==> src/rtl/hififo_rr_arbiter.sv <==
// Read-request arbiter and PCIe tag manager.
// Round-robin grant among the FIFO channels feeds a one-entry request register
// toward the TX engine. Each accepted request takes the lowest free tag. Read
// completions are routed back to the tag's owning channel, and the last beat
// of a completion frees the tag.
module hififo_rr_arbiter #(
    parameter int CHANNELS = 4,
    parameter int TAGS     = 32,
    parameter int MAX_OUT  = 8
) (
    input  logic                    clock,
    input  logic                    reset_n,
    input  logic [CHANNELS-1:0]     req_valid,
    input  logic [64*CHANNELS-1:0]  req_addr,
    output logic [CHANNELS-1:0]     req_ready,
    output logic                    rr_valid,
    output logic [63:0]             rr_addr,
    output logic [7:0]              rr_tag,
    input  logic                    rr_ready,
    input  logic                    rc_valid,
    input  logic [7:0]              rc_tag,
    input  logic                    rc_last,
    output logic [CHANNELS-1:0]     rc_route,
    output logic [7:0]              rc_route_tag,
    output logic [8:0]              outstanding,
    output logic                    tag_error
);

    localparam int CW = $clog2(CHANNELS);
    localparam int TW = (TAGS > 1) ? $clog2(TAGS) : 1;
    localparam int NW = $clog2(MAX_OUT + 1);

    logic [TAGS-1:0]     free_q, free_d;
    logic [CW-1:0]       owner_q [TAGS];
    logic [NW-1:0]       count_q [CHANNELS];
    logic [NW-1:0]       count_d [CHANNELS];
    logic [CW-1:0]       last_grant_q;
    logic                rr_valid_q;
    logic [63:0]         rr_addr_q;
    logic [7:0]          rr_tag_q;
    logic [CHANNELS-1:0] rc_route_q, rc_route_d;
    logic [7:0]          rc_route_tag_q;
    logic [8:0]          outstanding_q, outstanding_d;
    logic                tag_error_q;

    logic                slot_open;
    logic                any_free;
    logic [CHANNELS-1:0] eligible;
    logic                grant_any;
    logic                grant_en;
    logic [CW-1:0]       grant_idx;
    logic [CW-1:0]       cand;
    logic [TW-1:0]       alloc_tag;
    logic [63:0]         sel_addr;
    logic                rc_in_range;
    logic [TW-1:0]       rc_idx;
    logic                rc_hit;
    logic                rc_free;
    logic                rc_miss;
    logic [CW-1:0]       rc_owner;

    assign slot_open   = !rr_valid_q || rr_ready;
    assign any_free    = |free_q;
    assign rc_in_range = ({1'b0, rc_tag} < 9'(TAGS));
    assign rc_idx      = rc_tag[TW-1:0];
    assign rc_owner    = owner_q[rc_idx];
    assign rc_hit      = rc_valid && rc_in_range && !free_q[rc_idx];
    assign rc_free     = rc_hit && rc_last;
    assign rc_miss     = rc_valid && !rc_hit;

    // Grant only exists while out of reset and the output register can take it.
    assign grant_en  = reset_n && slot_open && grant_any;
    assign req_ready = grant_en ? (CHANNELS'(1) << grant_idx) : '0;
    assign sel_addr  = req_addr[64*int'(grant_idx) +: 64];

    assign rr_valid     = rr_valid_q;
    assign rr_addr      = rr_addr_q;
    assign rr_tag       = rr_tag_q;
    assign rc_route     = rc_route_q;
    assign rc_route_tag = rc_route_tag_q;
    assign outstanding  = outstanding_q;
    assign tag_error    = tag_error_q;

    // A channel may be granted only with room in its quota and a free tag.
    always_comb begin
        eligible = '0;
        for (int i = 0; i < CHANNELS; i++) begin
            eligible[i] = req_valid[i] && (count_q[i] < NW'(MAX_OUT)) && any_free;
        end
    end

    // Round-robin search starting just after the last granted channel.
    always_comb begin
        grant_any = 1'b0;
        grant_idx = '0;
        cand      = '0;
        for (int k = 1; k <= CHANNELS; k++) begin
            cand = CW'((int'(last_grant_q) + k) % CHANNELS);
            if (!grant_any && eligible[cand]) begin
                grant_any = 1'b1;
                grant_idx = cand;
            end
        end
    end

    // Lowest-numbered free tag, taken from the bitmap before this edge's frees.
    always_comb begin
        alloc_tag = '0;
        for (int t = TAGS - 1; t >= 0; t--) begin
            if (free_q[t]) begin
                alloc_tag = TW'(t);
            end
        end
    end

    // Next-state of the free bitmap, per-channel counters and pool occupancy.
    always_comb begin
        free_d = free_q;
        if (grant_en) begin
            free_d[alloc_tag] = 1'b0;
        end
        if (rc_free) begin
            free_d[rc_idx] = 1'b1;
        end

        for (int c = 0; c < CHANNELS; c++) begin
            count_d[c] = count_q[c];
            if (grant_en && (grant_idx == CW'(c)) && !(rc_free && (rc_owner == CW'(c)))) begin
                count_d[c] = count_q[c] + NW'(1);
            end else if (rc_free && (rc_owner == CW'(c)) && !(grant_en && (grant_idx == CW'(c)))) begin
                count_d[c] = count_q[c] - NW'(1);
            end
        end

        outstanding_d = outstanding_q;
        if (grant_en && !rc_free) begin
            outstanding_d = outstanding_q + 9'd1;
        end else if (rc_free && !grant_en) begin
            outstanding_d = outstanding_q - 9'd1;
        end

        rc_route_d = rc_hit ? (CHANNELS'(1) << rc_owner) : '0;
    end

    // Owner table needs no reset: entries are only read while the tag is allocated.
    always_ff @(posedge clock) begin
        if (grant_en) begin
            owner_q[alloc_tag] <= grant_idx;
        end
    end

    // Allocation state, request register and completion routing.
    always_ff @(posedge clock) begin
        if (!reset_n) begin
            free_q         <= '1;
            for (int c = 0; c < CHANNELS; c++) begin
                count_q[c] <= '0;
            end
            last_grant_q   <= CW'(CHANNELS - 1);
            rr_valid_q     <= 1'b0;
            rr_addr_q      <= '0;
            rr_tag_q       <= '0;
            rc_route_q     <= '0;
            rc_route_tag_q <= '0;
            outstanding_q  <= '0;
            tag_error_q    <= 1'b0;
        end else begin
            free_q        <= free_d;
            count_q       <= count_d;
            outstanding_q <= outstanding_d;
            rc_route_q    <= rc_route_d;
            tag_error_q   <= tag_error_q | rc_miss;
            if (rc_valid) begin
                rc_route_tag_q <= rc_tag;
            end
            if (grant_en) begin
                rr_valid_q   <= 1'b1;
                rr_addr_q    <= sel_addr;
                rr_tag_q     <= 8'(alloc_tag);
                last_grant_q <= grant_idx;
            end else if (rr_ready) begin
                rr_valid_q <= 1'b0;
            end
        end
    end

endmodule
==> config.mk <==
export PLATFORM = sky130hd
export DESIGN_NAME = hififo_rr_arbiter
export DESIGN_NICKNAME = d
export VERILOG_FILES = /design/src/rtl/hififo_rr_arbiter.sv
export SDC_FILE = /design/constraint.sdc
export NUM_CORES = 1
export LEC_CHECK = 0
export CAP_MARGIN = 20
export CORE_ASPECT_RATIO = 0.75
export CORE_MARGIN = 5
export CORE_UTILIZATION = 55
export CTS_BUF_LIST = sky130_fd_sc_hd__clkbuf_2 sky130_fd_sc_hd__clkbuf_4 sky130_fd_sc_hd__clkbuf_8
export DETAILED_ROUTE_END_ITERATION = 10
export DONT_BUFFER_PORTS = 1
export GPL_ROUTABILITY_DRIVEN = 0
export GPL_TIMING_DRIVEN = 1
export PLACE_DENSITY = 0.7
export SLEW_MARGIN = 20
export SYNTH_ARGS = -nofsm -noshare
export SYNTH_HDL_FRONTEND = slang
export SYNTH_SLANG_ARGS = --single-unit
export TNS_END_PERCENT = 100
==> constraint.sdc <==
create_clock -name clock -period 9.5 [get_ports clock]
set_clock_uncertainty 0.15 [all_clocks]
set_input_delay 0.475 -clock clock [delete_from_list [all_inputs] [get_ports clock]]
set_output_delay 0.475 -clock clock [all_outputs]
set_load 0.01 [all_outputs]
# Word level (Yosys, flattened, before mapping)
# Memory sizes are Yosys's and may differ from the RTL's.
# Index checks and enable logic that the tools add are counted.
dict set report totals {
  reg_bits 142
  latchBits 0
  ramBits 64
  rom_bits 0
  in_bits 273
  out_inout_bits 99
  word_cells 189
  memories 1
}
# memory depth word_bits rd rd_clocked_by_memory_dff write_ports line
set mem_list {}
lappend mem_list {owner_q 32 2 1 0 1 34} ;# logic [CW-1:0] owner_q [TAGS];
dict set report op_classes {
  add_sub_neg 14
  n_mul 0
  div 0
  magnitude_cmp 13
  eq_ne 6
  shifts 3
  mux 71
  n_bitwise 4
  n_reduce_logical 64
}
# cell count
set ops {}
lappend ops {{256-bit by 9-bit indexed part select with 64-bit output} 1}
lappend ops {{5-bit 2-to-1 mux} 32}
lappend ops {{32-bit 2-to-1 mux} 2}
lappend ops {{1-bit logical AND} 37}
lappend ops {{4-bit 2-to-1 mux} 9}
lappend ops {{32-bit bitwise AND} 1}
lappend ops {{32-bit inverter} 1}
lappend ops {{32-bit bitwise OR} 1}
lappend ops {{32-bit OR reduction} 1}
lappend ops {{9-bit 2-to-1 mux} 2}
lappend ops {{4-bit by 1-bit adder with 4-bit output, second input constant} 4}
lappend ops {{1-bit zero test} 16}
lappend ops {{4-bit < comparator, second input constant} 4}
lappend ops {{4-bit by 1-bit subtractor with 4-bit output, second input constant} 4}
lappend ops {{1-bit 2-to-1 mux} 15}
lappend ops {{2-bit by 3-bit < comparator with 1-bit output, second input constant} 4}
lappend ops {{5-bit by 6-bit < comparator with 1-bit output, second input constant} 2}
lappend ops {{2-bit nonzero test} 6}
lappend ops {{1-bit demux with 5-bit select} 2}
lappend ops {{5-bit by 1-bit greater-or-equal comparator with 1-bit output, second input constant} 2}
lappend ops {{9-bit by 1-bit adder with 9-bit output, second input constant} 1}
lappend ops {{9-bit by 1-bit subtractor with 9-bit output, second input constant} 1}
lappend ops {{1-bit binary-select mux with 2-bit select} 4}
lappend ops {{2-bit == test, second input constant} 4}
lappend ops {{11 further kinds} 19}

# Logic depth before layout (Yosys ltp)
dict set report logic_depth {
  word_depth 41
  ltp_mapped 17
}

# Least setup slack after synthesis
# No wires, ideal clock.
dict set report synth_timing {
  path_type {input to register}
  start {in rc_valid}
  end {reg outstanding_q[7], in the netlist outstanding[7]}
  setup_time_ns 0.060
  t_arrival_ns 4.063
  required_ns 9.290
  path_slack_ns 5.227
  stages 16
  cell_sequence {buf_2 -> or4b_2 -> a31oi_1 -> nand4_1 -> nor3_2 -> and2_1 -> inv_1 -> ha_1 -> inv_1 -> ha_1 -> a21o_1 -> a21oi_1 -> o21ai_0 -> or4_1 -> a211oi_1 -> a311o_1}
}
dict set report synth_between {
  elab_chain_len 6
  elab_cells_between_ends 8
  classes_between {mux (1); reduce/logical (7)}
}
# item line
set synth_lines {}
lappend synth_lines {{start, declared} 20} ;# input logic rc_valid,
lappend synth_lines {{1-bit logical AND * (2 in a row)} 67} ;# assign rc_hit = rc_valid && rc_in_range && !free_q[rc_idx];
lappend synth_lines {{1-bit logical AND *} 68} ;# assign rc_free = rc_hit && rc_last;
lappend synth_lines {{1-bit zero test} 136} ;# if (grant_en && !rc_free) begin
lappend synth_lines {{1-bit logical AND} 136}
lappend synth_lines {{9-bit 2-to-1 mux or 2-bit nonzero test (tied branches)} n/a}
lappend synth_lines {{end signal, assigned} 170} ;# outstanding_q <= outstanding_d;
lappend synth_lines {{end, declared} 43} ;# logic [8:0] outstanding_q, outstanding_d;
# Every way passes the cells marked *; elsewhere a longest branch is shown, timed or not.
# A chain may end at the register's enable or synchronous reset.

# Worst setup path after layout
dict set report layout_timing {
  start {reg free_q[8]}
  end {reg count_q[3] (netlist name)}
}
dict set report layout_between {
  elab_chain_len 19
  elab_cells_between_ends 42
  classes_between {eq/ne (1); mux (19); reduce/logical (22)}
}
# item line
set layout_lines {}
lappend layout_lines {{start, declared} 33} ;# logic [TAGS-1:0] free_q, free_d;
lappend layout_lines {{start signal, assigned} 168} ;# free_q <= free_d;
lappend layout_lines {{32-bit OR reduction} 63} ;# assign any_free = |free_q;
lappend layout_lines {{1-bit logical AND} 88} ;# eligible[i] = req_valid[i] && (count_q[i] < NW'(MAX_OUT)) && any_free;
lappend layout_lines {{1-bit binary-select mux with 2-bit select} 99} ;# if (!grant_any && eligible[cand]) begin
lappend layout_lines {{1-bit 2-to-1 mux (not written as such)} 99}
lappend layout_lines {{1-bit 2-to-1 mux} 99}
lappend layout_lines {{1-bit zero test} 99}
lappend layout_lines {{1-bit logical AND} 99}
lappend layout_lines {{1-bit 2-to-1 mux} 99}
lappend layout_lines {{[3 not listed]} n/a}
lappend layout_lines {{1-bit zero test} 99}
lappend layout_lines {{1-bit logical AND} 99}
lappend layout_lines {{2-bit 2-to-1 mux or 1-bit 2-to-1 mux (tied branches)} 99}
lappend layout_lines {{2-bit == test or 1-bit logical AND (tied branches)} {128, 130, 72}}
lappend layout_lines {{1-bit logical AND} {128, 130}}
lappend layout_lines {{1-bit zero test} 130} ;# end else if (rc_free && (rc_owner == CW'(c)) && !(grant_en && (grant_idx == CW'(c)))) begin
lappend layout_lines {{1-bit logical AND} 130}
lappend layout_lines {{2-bit nonzero test (no line)} n/a}
lappend layout_lines {{end signal, assigned} 169} ;# count_q <= count_d;
lappend layout_lines {{end, declared} 35} ;# logic [NW-1:0] count_q [CHANNELS];
# Several ways; a longest one is shown, not always the timed one. The select of a mux whose other input is x is not followed.

==> reports/results.tsv <==
metric	value	unit
register area share after synthesis	43.5	%
fmax	0.209	GHz
Syn Std Cell Area	10900	um^2
vias in the first global route	8906	
relative slew slack	18.6	%
setup TNS	0	ns
Reg2Reg Depth	13	
HP Class	in2reg	
CP arrival	5.08	ns
r2r endpoint	count_q[3]	
Worst-Margin Slew	1.22	ns
CTS Buf Count	34	
outcome	finished, final reports clean	
RSZ-0062 raised after global routing	no	
hold endpoint	rr_addr[14]	
# port buffers	0	
Initial DRC Count	1091	
Via Count	8972	
clk_lat worst skew	0.52	ns
root buffer cell	clkbuf_8	
synth cell count leaders	dfxtp_1 (142), mux2i_1 (142), a2bb2oi_1 (65), edfxtp_1 (64), o21ai_1 (63)	
CTS H-tree depth	2	
nature of the critical path endpoint	flop	
Synth warnings	0	
clk buf depth	3	
Fillers	1571	
Initial Util	56.3	%
Startpoint Class	flop	
top-level I/O count	372	
placed cells	1219	
total wire length	35.9	mm
die area	22800	um^2
ordered list of cells on the worst path	nor4_1, nand4_1, o211ai_4, buf_12, nor4_1, ha_1, inv_1, ha_1, a21o_1, a21oi_1, xnor2_1, or3_1, a21boi_0	
maximum fanout along the worst path	131	
setup slack, reg-to-reg	4.71	ns
TritonRoute pass-1 iters	6	
final hold violation count	0	
#FFs+latches synth	206	
Netlist cell types	72	
width of the die	173	um
DRC viols	0	
non-filler cells, final	1372	
Worst Hold Depth	2	
Max-Cap Viols	0	
HP Start	req_addr[206]	
CP Class	reg2reg	
die outline height	132	um
post-synthesis async set-or-reset flop share	0	%
maximum number of pins on one net before global-route repair	132	
Reg2Reg Launch Point	free_q[8]	
HPWL Detailed	24.7	mm
CTS tree	built	
max incr delay on CP	0.74	ns
Leak	5.11	nW
share of cells above drive strength 1	9.56	%
crit share post-route	50.4	%
Slew Limit Fails	0	
Final min period	4.79	ns
Mapped Cells	1021	
Data required, critical path	9.79	ns
CP top delay family	simple AND/OR/NAND/NOR gates	
Final setup viols	0	
post-synth top area cell	dfxtp_1	
Vias/cell	6.54	
Routed wire per std cell	26.2	um
nets@finish	1391	
critical path's slowest cell	nor4_1	
Worst IR Drop VDD	0.145	mV
Main synth FF type	dfxtp_1	
cts repair resizes	0	
row count	44	
gr usage total	30.0	%
grt ovf	0	
CTS clk-pin slew, worst paths	0.07	ns
Reg area	4760	um^2
Layout area overhead	15.3	%
worst path bufs/invs	2	
Core Util, Final	64.9	%
Post-synth EDFFs	64	
area of the multi-input gates	5720	um^2
ANT nets after route	0	
syn_area_per_cell	10.7	um^2
CTS Sinks	206	
top-area cell type share of the netlist area	26.0	%
first-pass GRT wire length	54.3	mm
antenna fix cells	0	
initial antenna violation count	0	
pwr/cell area	208	nW/um^2
core area	19400	um^2
top cells by area, synth	dfxtp_1 (26%), edfxtp_1 (18%), mux2i_1 (13%), a2bb2oi_1 (5.2%), mux4_2 (4.7%)	
[cell type report]
type	count	area share, %
well taps	253	2.51
clock inverters	13	0.675
repair buffers	98	7.88
multi-input cells	721	45.4
inverters	32	0.952
clock buffers	49	4.85
flip-flops and latches	206	37.8
[sequential cells by signal, indices dropped and copies added (netlist names)]
| name | count |
|---|---|
| tag_error | 1 |
| free_q | 32 |
| rr_valid | 1 |
| outstanding | 9 |
| rc_route_tag | 8 |
| count_q | 16 |
| last_grant_q | 2 |
| rr_addr | 64 |
| owner_q | 64 |
| rc_route | 4 |
| rr_tag | 5 |
[cells by family after synthesis]
logic type | share of synthesized area, %
AO/OA/AOI/OAI | 16.9
AND/OR/NAND/NOR | 12.5
flip-flops | 43.5
multiplexers | 17.8
buffers and inverters | 4.46
adder cells (fa/ha/maj) | 3.20
XOR/XNOR | 1.52
other | 0.0343
[how the worst max path moves through the flow]
stage                     startpoint             end  slack, ns  depth (start not counted)
final                      free_q[8]      count_q[3]       4.71                         13
after global routing       free_q[8]      count_q[7]       4.36                         13
after CTS                  free_q[8]      count_q[7]       4.73                         13
after detailed placement   rc_tag[7]  outstanding[8]       4.72                         15
after global placement     rc_tag[7]  outstanding[7]       4.95                         15
after floorplan             rc_valid  outstanding[7]       5.23                         16
[cells in the final DEF (no fill, tap or decap), types with 5 or more instances in the layout]
| cell | netlist | layout |
|---|---|---|
| a21boi_0 | 6 | 6 |
| a21o_1 | 6 | 6 |
| a21oi_1 | 13 | 13 |
| a2bb2oi_1 | 65 | 65 |
| and2_1 | 20 | 19 |
| and3_1 | 8 | 8 |
| buf_4 | 10 | 6 |
| clkbuf_4 | 0 | 10 |
| clkbuf_8 | 0 | 39 |
| clkinv_1 | 0 | 6 |
| clkinv_2 | 0 | 5 |
| dfxtp_1 | 142 | 142 |
| dlygate4sd3_1 | 0 | 90 |
| edfxtp_1 | 64 | 64 |
| fa_1 | 5 | 5 |
| ha_1 | 20 | 20 |
| inv_1 | 31 | 31 |
| mux2i_1 | 142 | 142 |
| mux4_2 | 23 | 23 |
| nand2_1 | 44 | 43 |
| nand2b_1 | 8 | 8 |
| nand3_1 | 20 | 20 |
| nand3b_1 | 6 | 6 |
| nor2_1 | 42 | 41 |
| nor2b_1 | 18 | 18 |
| nor3_1 | 21 | 21 |
| nor3b_1 | 9 | 9 |
| nor4_1 | 15 | 15 |
| o211ai_1 | 16 | 16 |
| o21ai_0 | 25 | 25 |
| o21ai_1 | 63 | 62 |
| o221ai_1 | 22 | 22 |
| o31ai_1 | 6 | 6 |
| or3_1 | 8 | 8 |
| or4_1 | 7 | 7 |
| xnor2_1 | 15 | 15 |
[worst register-to-register path: stages, from the launching register on]
cell,delay (ns)
dfxtp_1,0.36
nor4_1,0.74
nand4_1,0.65
o211ai_4,0.41
buf_12,0.51
nor4_1,0.30
ha_1,0.31
inv_1,0.12
ha_1,0.24
a21o_1,0.18
a21oi_1,0.17
xnor2_1,0.09
or3_1,0.31
a21boi_0,0.17
[power by group]
group	leakage (nW)	total, mW	switching, mW	internal (mW)
clock network	0.370	0.804	0.361	0.443
logic	2.99	0.649	0.321	0.328
registers	1.75	1.17	0.144	1.03
total	5.11	2.63	0.826	1.80
[metal layers]
layer | share of wire, % | up-vias | GRT usage (%)
met3 | 12 | 72 | 9.86
met2 | 44 | 586 | 45.6
met1 | 40 | 4244 | 40.6
met4 | 3.3 | 0 | 10.0
li1 | - | 4070 | -
met5 | 0 | - | 0
[stage by stage]
step	cell area [um^2]	total power, mW	hold slack [ns]	worst slack (ns)
6_report	12600	2.63	0.0105	4.71
5_1_grt	12600	2.76	0.00581	4.36
4_1_cts	12600	2.63	0.000242	4.73
3_3_place_gp	11000	1.75	0.336	4.95
2_1_floorplan	10900	1.65	0.310	5.23
3_5_place_dp	11000	1.76	0.352	4.72
[repair_timing]
action / 4_1_cts / 5_1_grt
endpoints found under the hold margin: 111 / 1
setup buffers: 0 / 0
hold buffers: 90 / 1
No activity file was read; power rests on OpenSTA's default activity.
